File: config.mk
export PLATFORM = sky130hd
export DESIGN_NAME = fifo_to_ftdi_burst_ctrl
export DESIGN_NICKNAME = d
export VERILOG_FILES = /design/src/rtl/fifo_to_ftdi_burst_ctrl_pkg.sv /design/src/rtl/fifo_to_ftdi_burst_ctrl_idle_timer.sv /design/src/rtl/fifo_to_ftdi_burst_ctrl.sv
export SDC_FILE = /design/constraint.sdc
export NUM_CORES = 1
export LEC_CHECK = 0
export BUFFER_PORTS_ARGS = -buffer_cell sky130_fd_sc_hd__buf_2
export CORE_MARGIN = 2
export CORE_UTILIZATION = 57
export DETAILED_ROUTE_END_ITERATION = 8
export PLACE_DENSITY = 0.79
export SLEW_MARGIN = 20
export SYNTH_ARGS = -nofsm -noshare
export SYNTH_HDL_FRONTEND = slang
export SYNTH_SLANG_ARGS = --single-unit
File: constraint.sdc
create_clock -name clk -period 3.23 [get_ports clk]
set_clock_uncertainty 0.1 [all_clocks]
set_input_delay 0.646 -clock clk [delete_from_list [all_inputs] [get_ports clk]]
set_output_delay 0.646 -clock clk [all_outputs]
set_load 0.01 [all_outputs]
File: src/rtl/fifo_to_ftdi_burst_ctrl_pkg.sv
// Shared definitions for the FTDI burst read path: FSM encoding, sizing helper
// and the default burst/threshold constants also used by the write-side controller.
package fifo_to_ftdi_burst_ctrl_pkg;

  typedef enum logic [1:0] {
    ST_IDLE  = 2'd0,
    ST_BURST = 2'd1,
    ST_FLUSH = 2'd2
  } burst_state_t;

  localparam int DEFAULT_BURST_LEN      = 1024;
  localparam int DEFAULT_RX_THRESH      = 1024;
  localparam int DEFAULT_TIMEOUT_CYCLES = 4096;

  // Ceiling log2 usable in constant expressions.
  function automatic int clog2(input int value);
    int r;
    r = 0;
    for (int i = 0; i < 31; i++) begin
      if ((1 << i) < value) r = i + 1;
    end
    return r;
  endfunction

endpackage

File: src/rtl/fifo_to_ftdi_burst_ctrl_idle_timer.sv
// Saturating idle counter; expired flags the last idle cycle before a flush is due.
module ftdi_idle_timer
  import fifo_to_ftdi_burst_ctrl_pkg::*;
#(
  parameter int TIMEOUT_CYCLES = DEFAULT_TIMEOUT_CYCLES
) (
  input  logic clk,
  input  logic rst_n,
  input  logic clr,
  input  logic en,
  output logic expired
);

  localparam int SAT   = (TIMEOUT_CYCLES > 0) ? TIMEOUT_CYCLES - 1 : 0;
  localparam int TMR_W = (clog2(SAT + 1) < 1) ? 1 : clog2(SAT + 1);
  localparam logic [TMR_W-1:0] SAT_V = TMR_W'(SAT);

  logic [TMR_W-1:0] tmr_q;

  // NOTE: state registers use non-blocking assignments so every flop samples
  // pre-edge values regardless of process ordering.
  always_ff @(posedge clk or negedge rst_n) begin
    if (!rst_n) begin
      tmr_q <= '0;
    end else if (clr) begin
      tmr_q <= '0;
    end else if (en && (tmr_q != SAT_V)) begin
      tmr_q <= tmr_q + TMR_W'(1);
    end
  end

  assign expired = (TIMEOUT_CYCLES > 0) && (tmr_q == SAT_V);

endmodule

File: src/rtl/fifo_to_ftdi_burst_ctrl.sv
// Read-side burst controller: drains the stream FIFO towards the FTDI transmit path
// in fixed bursts, flushing residual data after an idle timeout.
module fifo_to_ftdi_burst_ctrl
  import fifo_to_ftdi_burst_ctrl_pkg::*;
#(
  parameter int USEDW_W        = 11,
  parameter int BURST_LEN      = DEFAULT_BURST_LEN,
  parameter int RX_THRESH      = DEFAULT_RX_THRESH,
  parameter int TIMEOUT_CYCLES = DEFAULT_TIMEOUT_CYCLES,
  parameter int BCNT_W         = 16
) (
  input  logic               clk,
  input  logic               rst_n,
  input  logic [USEDW_W-1:0] fifo_usedw,
  input  logic               fifo_empty,
  input  logic               fifo_full,
  input  logic               ftdi_rx_rdy,
  input  logic               abort,
  input  logic               err_clr,
  output logic               fifo_rdreq,
  output logic               fifo_tx_rdy,
  output logic               fifo_rx_rdy,
  output logic               burst_done,
  output logic               burst_is_flush,
  output logic [BCNT_W-1:0]  burst_count,
  output logic               err_underflow
);

  localparam int CNT_W = clog2(BURST_LEN + 1);
  localparam logic [CNT_W-1:0]   BURST_LEN_C = CNT_W'(BURST_LEN);
  // One extra bit so BURST_LEN = 2^USEDW_W still compares correctly.
  localparam logic [USEDW_W:0]   BURST_LEN_U = (USEDW_W + 1)'(BURST_LEN);
  localparam logic [USEDW_W:0]   RX_THRESH_U = (USEDW_W + 1)'(RX_THRESH);

  burst_state_t      state_q, state_d;
  logic [CNT_W-1:0]  byte_cnt_q, byte_cnt_d;
  logic [CNT_W-1:0]  target_q, target_d;
  logic [BCNT_W-1:0] count_q, count_d;
  logic              done_q, done_d;
  logic              flush_q, flush_d;
  logic              err_q, err_d;
  logic              tx_rdy_q;

  logic usedw_ge_burst, burst_ready, active, cnt_lt_tgt, underflow, rdreq, expired;

  assign usedw_ge_burst = ({1'b0, fifo_usedw} >= BURST_LEN_U);
  assign burst_ready    = usedw_ge_burst || fifo_full;
  assign fifo_rx_rdy    = ({1'b0, fifo_usedw} < RX_THRESH_U) && !fifo_full;
  assign active         = (state_q != ST_IDLE);
  assign cnt_lt_tgt     = (byte_cnt_q < target_q);
  assign underflow      = active && ftdi_rx_rdy && cnt_lt_tgt && fifo_empty;
  assign rdreq          = active && ftdi_rx_rdy && cnt_lt_tgt && !fifo_empty && !abort;

  ftdi_idle_timer #(.TIMEOUT_CYCLES(TIMEOUT_CYCLES)) u_idle_timer (
    .clk    (clk),
    .rst_n  (rst_n),
    .clr    (fifo_empty || active),
    .en     (!active && !fifo_empty),
    .expired(expired)
  );

  // NOTE: every signal gets its hold value first so no path leaves it unassigned,
  // which is what keeps this block from inferring latches.
  always_comb begin
    state_d    = state_q;
    byte_cnt_d = byte_cnt_q;
    target_d   = target_q;
    count_d    = count_q;
    done_d     = 1'b0;
    flush_d    = flush_q;
    err_d      = err_q;

    unique case (state_q)
      ST_IDLE: begin
        byte_cnt_d = '0;
        if (burst_ready) begin
          state_d  = ST_BURST;
          target_d = BURST_LEN_C;
        end else if (expired && !fifo_empty) begin
          state_d  = ST_FLUSH;
          target_d = usedw_ge_burst ? BURST_LEN_C : CNT_W'(fifo_usedw);
        end
      end
      ST_BURST, ST_FLUSH: begin
        if (abort) begin
          state_d    = ST_IDLE;
          byte_cnt_d = '0;
        end else if (rdreq) begin
          byte_cnt_d = byte_cnt_q + CNT_W'(1);
          if (byte_cnt_q + CNT_W'(1) == target_q) begin
            state_d = ST_IDLE;
            done_d  = 1'b1;
            flush_d = (state_q == ST_FLUSH);
            count_d = count_q + BCNT_W'(1);
          end
        end
      end
      default: state_d = ST_IDLE;
    endcase

    // Setting wins over a simultaneous clear so no underflow event is lost.
    if (underflow)    err_d = 1'b1;
    else if (err_clr) err_d = 1'b0;
  end

  always_ff @(posedge clk or negedge rst_n) begin
    if (!rst_n) begin
      state_q    <= ST_IDLE;
      byte_cnt_q <= '0;
      target_q   <= '0;
      count_q    <= '0;
      done_q     <= 1'b0;
      flush_q    <= 1'b0;
      err_q      <= 1'b0;
      tx_rdy_q   <= 1'b0;
    end else begin
      state_q    <= state_d;
      byte_cnt_q <= byte_cnt_d;
      target_q   <= target_d;
      count_q    <= count_d;
      done_q     <= done_d;
      flush_q    <= flush_d;
      err_q      <= err_d;
      tx_rdy_q   <= (state_d != ST_IDLE);
    end
  end

  assign fifo_rdreq     = rdreq;
  assign fifo_tx_rdy    = tx_rdy_q;
  assign burst_done     = done_q;
  assign burst_is_flush = flush_q;
  assign burst_count    = count_q;
  assign err_underflow  = err_q;

endmodule

==> flow_summary.json <==
{
  "detail_route.first_pass.iterations": 4,
  "wl_per_cell_microns": 15.1,
  "setup_viol": 0,
  "synth_edf_count": 0,
  "setup-tns-final_ns": 0,
  "status": "finished, final reports clean",
  "clockBufferDepth": 2,
  "yosys_warnings": 0,
  "worstPathRequired_ns": 2.48,
  "cellPowerDensity_mw_per_mm2": 399,
  "seqCellArea_sq_mm": 0.00140,
  "ir_drop_mv": 0.215,
  "crit_fanout": 6,
  "antenna_found_initial": 0,
  "core_area_sq_mm": 0.00551,
  "grt.total_usage": 0.240,
  "clockRootBuffer": "clkbuf_8",
  "grt_overflow": 0,
  "hold-worst-slack_ns": 0.371,
  "fin_ws_ns": 0.237,
  "power_switching_uw": 437,
  "die-area_sq_mm": 0.00631,
  "netSwitchingFraction": 0.305,
  "clock_latency_ns": 0.31,
  "rsz0062_at_grt": "no",
  "ys_ff_latch": 56,
  "vias_per_cell": 5.92,
  "ys.flop_type": "dfrtp_1",
  "yosysTopAreaCellShare": 0.432,
  "final_util": 0.652,
  "period_share": 0.927,
  "worst_pin_slew_ns": 0.821,
  "p_leak_nw": 1.71,
  "syn_nets": 371,
  "timing.fmax_mhz": 334,
  "crit_slowest_cell": "dfrtp_1",
  "worstSetupPathType": "flop to output port",
  "layout.nets": 410,
  "drv_slew": 0,
  "route.detailed.drc": 0,
  "critPathMaxStageDelay_ns": 0.47,
  "place_congestion": 0.901,
  "portBuffers": 39,
  "synth_most_common_cell": "dfrtp_1",
  "drive_above_1_share": 0.162,
  "relSlewSlack": 0.449,
  "share_comb_of_total_power": 0.195,
  "fillers": 459,
  "critPathLaunchType": "flop",
  "ios": 40,
  "fp.dieH_microns": 79.4,
  "p_int_uw": 994,
  "syn2layout_area_growth_pct": 10.8,
  "cts_resized": 0,
  "yosysUniqueCellTypes": 51,
  "num_vias": 2651,
  "syn_area_per_cell_sq_um": 9.65,
  "multi_input_area_sq_mm": 0.00169,
  "hp-class": "input port to asynchronous set/reset pin",
  "clkSinkCount": 56,
  "period_minus_slack_ns": 2.99,
  "cts_htree_levels": 2,
  "first_global_vias": 2578,
  "path_common_cell": "nor2b_1",
  "first_iter_violations": 121,
  "rows": 27,
  "clockPowerShare": 0.283,
  "start_util": 0.589,
  "crit_chain": "ha_1 -> a21o_1 -> a21oi_1 -> nor2b_1 -> nor3_1 -> and2_1 -> nor2b_1 -> buf_2",
  "p_seq_frac": 0.522,
  "synth_cells": 336,
  "cp.arrival_ns": 2.25,
  "max_cap_violations": 0,
  "synth_top_cell_by_area": "dfrtp_1",
  "synth_area_sq_mm": 0.00324,
  "seq_area_frac_synth": 0.432,
  "wl_microns": 6750,
  "post-place-ws_ns": 0.277,
  "hold_viol": 0,
  "cts_made_buffers": 5,
  "endpoint_kind": "output port",
  "grt_max_degree": 57,
  "post_cts_buffers": 0,
  "place_hpwl_microns": 4900,
  "synth_area_leaders": "dfrtp_1 43%, ha_1 6.6%, xnor2_1 5.4%",
  "cts.clk_slew.worst_paths_ns": 0.10,
  "synth_common_cells": "56 x dfrtp_1, 27 x nand2_1, 23 x nor2_1",
  "synthArstFlopShare": 1.00,
  "dieWidth_microns": 79.4,
  "grt_pass1_wl_microns": 12100,
  "antenna_cells": 0,
  "ant_nets": 0,
  "hold_buffers": 0,
  "cts_tree": "done"
}
## cell families after synthesis
| kind of cell | count (synthesis) | synth area share |
|---|---|---|
| xor gates and xnor gates | 32 | 0.0864 |
| DFF | 56 | 0.432 |
| buffers and inverters | 33 | 0.0475 |
| muxes | 5 | 0.0177 |
| and+or+nand+nor | 120 | 0.192 |
| AOI/OAI and AO/OA | 73 | 0.159 |
| adders and majority gates | 17 | 0.0656 |
## final timing paths
path | startpoint | to | slack (ns) | cells past startpoint
setup / recovery | byte_cnt_q[8] | fifo_rdreq | 0.24 | 8
hold / removal | rst_n | u_idle_timer.tmr_q[5] | 0.37 | 2
setup reg to reg | byte_cnt_q[0] | burst_is_flush | 0.24 | 8
hold reg to reg | burst_count[15] | burst_count[15] | 0.38 | 1
max in group asynchronous | rst_n | byte_cnt_q[9] | 2.21 | 2
min in group clk | burst_count[15] | burst_count[15] | 0.38 | 1
## registers in the layout, summed over array words and instances (netlist names), 2 cells and up
| name | cells |
|---|---|
| u_idle_timer.tmr_q | 12 |
| byte_cnt_q | 11 |
| burst_count | 16 |
| target_q | 11 |
| state_q | 2 |
## per-layer routing
layer,wire length [microns],GRT usage,part of all wire
met4,69,0.0655,0.010
met5,0,0,0
met1,3140,0.322,0.46
met3,227,0.0407,0.034
met2,3320,0.404,0.49
## critical path, delay by kind of cell, from the launching register on
kind | cells | cell delay, ns
simple gates | 4 | 0.70
buf+inv | 1 | 0.13
compound gates | 2 | 0.29
fa+ha+maj | 1 | 0.34
flops | 1 | 0.47
## power by group through the flow
stage	Clock (mW)	Sequential (mW)	Combinational, mW
final	0.405	0.747	0.280
after global routing	0.447	0.749	0.316
after CTS	0.418	0.746	0.280
after detailed placement	0	0.760	0.278
after global placement	0	0.758	0.277
after floorplan	0	0.762	0.178
## area by class of cell
class	instances	area share
multi-input cells	247	0.470
clock buffers	6	0.0230
repair buffers	45	0.0669
inverters	20	0.0209
clock inverters	2	0.00418
well taps	72	0.0251
flip-flops and latches	56	0.390
## metrics by stage
step	std cells	area (sq um)	total power, mW
2_1_floorplan	336	3240	0.940
6_report	448	3590	1.43
3_3_place_gp	440	3490	1.04
4_1_cts	448	3590	1.44
5_1_grt	448	3590	1.51
3_5_place_dp	440	3490	1.04
## cells in the final DEF, fill, tap and decap left out, types with 5 or more instances in the layout
cell and count:
nand2b_1 5, buf_2 39, a22o_1 12, nor3_1 11
inv_1 20, nor2b_1 5, dfrtp_1 56, and3_1 7
a21oi_1 9, buf_4 6, o21ai_0 14, nor2_1 23
clkbuf_8 6, xor2_1 12, nand4_1 13, nand3_1 10
nand2_1 27, o31ai_1 11, xnor2_1 20, ha_1 17
No activity file was read; power rests on OpenSTA's default activity.
